**src/rtl/buf_arb_pkg.sv**
```systemverilog
// Shared types and helpers for the buffer-stage arbiter: FSM state encoding,
// width helpers and the one-hot grant encoder.
package buf_arb_pkg;

  typedef enum logic [0:0] {
    IDLE = 1'b0,
    XFER = 1'b1
  } state_t;

  // Upper bound on requester count supported by the one-hot encoder.
  localparam int MAX_REQ   = 64;
  localparam int MAX_SRC_W = 6;

  function automatic int cnt_w(input int burst);
    return (burst > 1) ? $clog2(burst) : 1;
  endfunction

  function automatic int src_w(input int n_req);
    return (n_req > 1) ? $clog2(n_req) : 1;
  endfunction

  function automatic logic [MAX_REQ-1:0] onehot(input logic [MAX_SRC_W-1:0] idx);
    logic [MAX_REQ-1:0] vec;
    vec      = '0;
    vec[idx] = 1'b1;
    return vec;
  endfunction

endpackage

```
**src/rtl/buf_arbiter_rr_pick.sv**
```systemverilog
// Combinational round-robin picker: returns the first set request found
// searching upward from ptr+1 with wrap-around.
module rr_pick
  import buf_arb_pkg::*;
#(
  parameter int N_REQ = 4,
  localparam int SRC_W = src_w(N_REQ)
) (
  input  logic [N_REQ-1:0] req,
  input  logic [SRC_W-1:0] ptr,
  output logic [SRC_W-1:0] winner,
  output logic             any
);

  logic [SRC_W-1:0] idx;

  // Scan from the farthest candidate down so the nearest one after ptr wins;
  // N_REQ is a power of two, so the index add wraps naturally.
  always_comb begin
    winner = '0;
    any    = 1'b0;
    idx    = '0;
    for (int i = N_REQ; i >= 1; i--) begin
      idx = ptr + SRC_W'(i);
      if (req[idx]) begin
        winner = idx;
        any    = 1'b1;
      end
    end
  end

endmodule

```
**src/rtl/buf_arbiter.sv**
```systemverilog
// Round-robin arbiter and sequencer for the shared 1-bit registered buffer
// stage: grants non-preemptive bursts and registers the winner's serial bits.
module buf_arbiter
  import buf_arb_pkg::*;
#(
  parameter int N_REQ = 4,
  parameter int BURST = 8,
  localparam int SRC_W = src_w(N_REQ),
  localparam int CNT_W = cnt_w(BURST)
) (
  input  logic             clk,
  input  logic             rst_n,
  input  logic [N_REQ-1:0] req,
  input  logic [N_REQ-1:0] in,
  output logic [N_REQ-1:0] gnt,
  output logic             out,
  output logic             out_valid,
  output logic [SRC_W-1:0] out_src,
  output logic             busy
);

  state_t           state;
  logic [CNT_W-1:0] cnt;
  logic [SRC_W-1:0] ptr;
  logic [SRC_W-1:0] src;
  logic [SRC_W-1:0] win;
  logic             any;
  logic             last_slot;

  rr_pick #(
    .N_REQ (N_REQ)
  ) u_pick (
    .req    (req),
    .ptr    (ptr),
    .winner (win),
    .any    (any)
  );

  assign last_slot = (cnt == CNT_W'(BURST - 1));
  assign busy      = (state == XFER);

  always_ff @(posedge clk) begin
    if (!rst_n) begin
      state     <= IDLE;
      cnt       <= '0;
      ptr       <= SRC_W'(N_REQ - 1);
      src       <= '0;
      gnt       <= '0;
      out       <= 1'b0;
      out_valid <= 1'b0;
      out_src   <= '0;
    end else begin
      unique case (state)
        IDLE: begin
          out       <= 1'b0;
          out_valid <= 1'b0;
          if (any) begin
            state <= XFER;
            src   <= win;
            cnt   <= '0;
            gnt   <= N_REQ'(onehot(MAX_SRC_W'(win)));
          end
        end
        XFER: begin
          // Output register stage: one-cycle lag behind the granted slot.
          out       <= in[src];
          out_valid <= 1'b1;
          out_src   <= src;
          if (last_slot) begin
            state <= IDLE;
            gnt   <= '0;
            ptr   <= src;
          end else begin
            cnt <= cnt + CNT_W'(1);
          end
        end
        default: begin
          state <= IDLE;
          gnt   <= '0;
        end
      endcase
    end
  end

endmodule

```
**config.mk**
```make
export PLATFORM = sky130hd
export DESIGN_NAME = buf_arbiter
export DESIGN_NICKNAME = d
export VERILOG_FILES = /design/src/rtl/buf_arb_pkg.sv /design/src/rtl/buf_arbiter_rr_pick.sv /design/src/rtl/buf_arbiter.sv
export SDC_FILE = /design/constraint.sdc
export NUM_CORES = 1
export LEC_CHECK = 0
export CORE_UTILIZATION = 55
export CTS_BUF_LIST = sky130_fd_sc_hd__clkbuf_8
export DETAILED_ROUTE_END_ITERATION = 8
export DONT_BUFFER_PORTS = 1
export PLACE_DENSITY_LB_ADDON = 0.08
export SLEW_MARGIN = 20
export SYNTH_ARGS = -nofsm -noshare
export SYNTH_HDL_FRONTEND = slang
export SYNTH_SLANG_ARGS = --single-unit
```
**constraint.sdc**
```tcl
create_clock -name clk -period 4.58 [get_ports clk]
set_clock_uncertainty 0.2 [all_clocks]
set_input_delay 0.916 -clock clk [delete_from_list [all_inputs] [get_ports clk]]
set_output_delay 0.916 -clock clk [all_outputs]
set_load 0.01 [all_outputs]
```
After elaboration in Yosys (flattened, before gate mapping). Cells that the tools add are included.

Register bits after elaboration: 16. Bits of input ports: 10. Output and inout port bits: 9. Logic and storage cells: 60.

Add/sub/neg operators: 4. $lt $le $gt $ge: 7. Equality and inequality tests: 4. Mux-type cells: 31. Bitwise logic cells: 1. Reduce and logical (&&, ||, !) cells: 5.

Operator list (number): 2-bit by 3-bit < comparator with 1-bit output, second input constant (5); 1-bit two-way mux (12); 1-bit binary-select mux with 2-bit select (5); 2-bit two-way mux (4); 4-bit two-way mux (2); 4-bit one-hot mux with 2 select lines (1); 2-bit AND reduction (4); 2-bit by 7-bit < comparator with 1-bit output, second input constant (1); 3-bit two-way mux (2); 1-bit one-hot mux with 2 select lines (3); 3-bit one-hot mux with 2 select lines (1); 2-bit adder, second input constant (2); 2-bit inequality test, second input constant (2); 3-bit by 1-bit adder with 3-bit output, second input constant (1); 3-bit equality test, second input constant (1); 2-bit by 1-bit adder with 2-bit output, second input constant (1); 1-bit demux with 2-bit select (1); 2-bit by 1-bit >= comparator with 1-bit output, second input constant (1); 2-bit by 1-bit inequality test with 1-bit output, second input constant (1); 1-bit logical AND (1); 1-bit inverter (1).

Longest topological paths before layout.
Depth after elaboration: 12. Mapped depth: 6.

Hierarchy. Synthesis repeated with hierarchy kept, for this count alone.

Cell total of the unflattened synthesis: 76. Area, all modules: 742.0 um^2.

Modules (own cells, without submodules): buf_arbiter (instances 1, cells an instance 62, area an instance 650.6 um^2, sequential area each 320.3 um^2); rr_pick (instances 1, cells an instance 14, area an instance 91.3 um^2, sequential area each 0.0 um^2).

Worst setup path before layout. Ideal clock, no wire load.

Path kind: input to register. Start: input req[0]. End: register gnt[1]. Arrival time: 1563 ps. Data required time: 4305 ps. Setup slack: 2742 ps. Cell stages on the path: 4. Path through: and2b_1 > a21oi_2 > o221a_2 > o22ai_1.

Word-level cells in the longest chain between the ends: 12.

Ends and longest elaborated chain: start, declared (line buf_arbiter.sv:13) `input logic [N_REQ-1:0] req,`; 1-bit binary-select mux with 2-bit select (line buf_arbiter_rr_pick.sv:25) `if (req[idx]) begin`; 1-bit two-way mux (not written as such) (line buf_arbiter_rr_pick.sv:25); 2-bit two-way mux (4 in series) (line buf_arbiter_rr_pick.sv:25); 2-bit by 7-bit < comparator with 1-bit output (not written as such) / 2-bit by 1-bit >= comparator with 1-bit output (equally long branches) (line buf_arb_pkg.sv:25) `vec[idx] = 1'b1;`; 1-bit logical AND (not written as such) (line buf_arb_pkg.sv:25); 1-bit two-way mux (not written as such) (line buf_arb_pkg.sv:25); 1-bit demux with 2-bit select (line buf_arb_pkg.sv:25); 4-bit two-way mux (line buf_arbiter.sv:57) `if (any) begin`; 4-bit one-hot mux with 2 select lines (line buf_arbiter.sv:53) `unique case (state)`; end signal, assigned (line buf_arbiter.sv:61) `gnt <= N_REQ'(onehot(MAX_SRC_W'(win)));`; end, declared (line buf_arbiter.sv:15) `output logic [N_REQ-1:0] gnt,`.

Parallel ways exist; a longest one is shown, timed or not. The select of a mux whose other input is x is not followed. A chain may end at the register's enable or synchronous reset.

Final worst setup path.
Start: register state, in the netlist busy. End: output busy.

RTL lines: start, declared (line buf_arbiter.sv:22) `state_t state;`; start signal, assigned (line buf_arbiter.sv:44) `state <= IDLE;`; start signal, assigned (line buf_arbiter.sv:58) `state <= XFER;`; start signal, assigned (line buf_arbiter.sv:70) `state <= IDLE;`; end, declared (line buf_arbiter.sv:19) `output logic busy`.

No word-level cell between the ends.

==> impl_metrics.yaml <==
grt:
  initial_antenna_violation_count: 0
  grt_first_pass_wirelength_um: 1930
  grt_max_degree: 18
  global_route.usage.total_pct: 19.1
  leftover_overflow_at_the_end_of_global_routing: 0
  grt_pass1_vias: 478
timing:
  fin_hold_ws_ps: 328
  finalSetupTns_ps: 0
  finalSetupViolCount: 0
  fmaxAchievable_mhz: 506
  tightest_slew_ps: 479
  final_hold_violations: 0
  final_min_period_over_clock_period_pct: 43.1
  post-route-min-period_ps: 1980
  rsz_0062_raised_after_global_routing: "false"
  finalMaxSlewViolations: 0
  max_slew_margin_pct: 68.0
finish:
  area_delta_synth_final_pct: 4.54
  fraction_of_final_layout_cells_with_drive_strength_greater_than_1_pct: 15.2
  stdcell_count: 94
  diodes: 0
  finalNetCount: 92
floorplanning:
  die_area_um2: 1560
  initial_utilization_pct: 59.3
  chip_height_um: 39.5
  die_width_um: 39.5
  num_rows: 13
  top_level_i_o_count: 19
  fp.coreArea_um2: 1300
placement:
  finalWeightedCongestion: 0.675
  dp_cells: 90
  dp_hpwl_um: 928
  io_buffers: 0
worst_setup_path:
  sort_of_element_at_the_end_of_the_critical_path: "primary output"
  cp_data_required_time_ps: 3460
  startpoint_types: "flip-flop"
  arrival_time_reported_for_the_critical_path_endpoint_ps: 860
  critical_path_peak_fanout: 10
  worstSetupPathType: "flip-flop to primary output"
drt:
  mean_number_of_vias_per_cell: 5.68
  drt_first_iter_violations: 7
  detailroute.via_count: 534
  route.detailed.wl_per_inst_um: 13.6
  final_antenna_net_count: 0
  drtPass1Iterations: 4
  drt_wl_total_um: 1280
  route.detailed.drc: 0
synth:
  post_synthesis_cells: 80
  synth_fp_nets: 92
  ys_ff_latch: 16
  post_synth.cell_area_avg_um2: 9.65
  synth-warning-count: 0
  ys_types: 30
  synth.yosys.seq_area_share_pct: 41.5
  synthesis.area_um2: 772
pwr:
  cellLeakagePower_nw: 0.324
  power_density_nw_per_um2: 373
  worst_ir_drop_vdd_mv: 0.227
clocking:
  later_pin_clock_latency_in_the_skew_report_ps: 240
  cts-hold-fix-buffers: 0
  clk_pin_slew_ps: 60
  cts_made_buffers: 3
  cts_tree: "built"
  htree_num_levels: 1
  cts.repair.resized: 0
  cts_post_setup_buffers_inserted: 0
  clock_sinks: 16
  cts_root_buffer: "sky130_fd_sc_hd__clkbuf_8"
  clock_tree.buffer_depth: 2
status:
  run_status: "complete, no violations"
hold_path:
  min_path_type: "flip-flop to flip-flop"
flow_run:
  max_cap_viol_count: 0
per-layer routing:
| metal | routed length (µm) | vias up | GRT usage [%] |
|---|---|---|---|
| li1 | - | 283 | - |
| met5 | 0 | - | 0 |
| met4 | 23 | 0 | 10.3 |
| met2 | 508 | 13 | 26.2 |
| met1 | 664 | 234 | 24.4 |
| met3 | 83 | 4 | 8.52 |
through the flow:
stage               cell area (µm²)  power, W  util (%)  setup slack [ps]
global placement                752  0.000184      57.8              2660
detailed placement              752  0.000185      57.8              2660
finish                          807  0.000301      62.0              2600
global route                    807  0.000317      62.0              2560
CTS                             807  0.000305      62.0              2600
floorplan                       772  0.000184         -              2740
cells in the mapped netlist, drive strengths merged:
library cell | count | share of area, %
a21o | 1 | 0.97
a21oi | 3 | 3.9
a31oi | 1 | 1.6
and2 | 5 | 4.1
and2b | 1 | 0.97
buf | 3 | 3.9
clkbuf | 2 | 1.1
dfxtp | 16 | 41
ha | 2 | 3.2
mux2i | 4 | 5.2
mux4 | 1 | 2.9
nand2 | 10 | 4.9
nand2b | 3 | 3.4
nand3 | 9 | 6.5
nand3b | 2 | 1.9
nor2 | 2 | 1.3
nor2b | 4 | 3.2
o21a | 1 | 0.97
o21ai | 4 | 2.6
o221a | 1 | 1.5
o221ai | 1 | 1.1
o22ai | 4 | 3.2
cell families after synthesis:
logic type	count (synthesis)	share of synthesized area, %
simple gates	36	26.3
compound gates	16	15.9
fa+ha+maj	2	3.24
mux	5	8.10
flops	16	41.5
buf+inv	5	5.02
cell type report:
| cell class | count | area, µm² |
|---|---|---|
| Fill cell | 117 | 494 |
| Clock buffer | 4 | 55.1 |
| Multi-Input combinational cell | 59 | 413 |
| Sequential cell | 16 | 320 |
| Tap cell | 15 | 18.8 |
sequential cells by signal, summed over array words and instances (netlist names):
name       count
out_src        2
ptr            2
out            1
gnt            4
cnt            3
src            2
out_valid      1
busy           1
worst paths after layout:
check	from	endpoint	slack, ps	cells after the start
worst max-delay path	busy$_SDFF_PN0_	busy	2600	0
worst min-delay path	gnt[3]$_SDFFE_PN0P_	gnt[3]$_SDFFE_PN0P_	330	2
worst max register to register	cnt[0]$_SDFFE_PN0P_	cnt[1]$_SDFFE_PN0P_	3000	6
worst min register to register	gnt[3]$_SDFFE_PN0P_	gnt[3]$_SDFFE_PN0P_	330	2
cells in the final DEF, fill, tap and decap left out, drive strengths merged, types with 2 or more instances in the layout:
| cell | netlist | final |
|---|---|---|
| dfxtp | 16 | 16 |
| nand2 | 10 | 10 |
| nand3 | 9 | 9 |
| and2 | 5 | 5 |
| nor2b | 4 | 4 |
| mux2i | 4 | 4 |
| o22ai | 4 | 4 |
| clkbuf | 2 | 4 |
| o21ai | 4 | 4 |
| nand2b | 3 | 3 |
| a21oi | 3 | 3 |
| nand3b | 2 | 2 |
| ha | 2 | 2 |
| nor2 | 2 | 2 |
power breakdown:
part | switching (W) | total, W | internal, W
combinational | 0.0000128 | 0.0000264 | 0.0000136
clock | 0.0000433 | 0.000119 | 0.0000760
sequential | 0.00000907 | 0.000155 | 0.000146
total | 0.0000652 | 0.000301 | 0.000236
(Power assumes the default switching activity.)
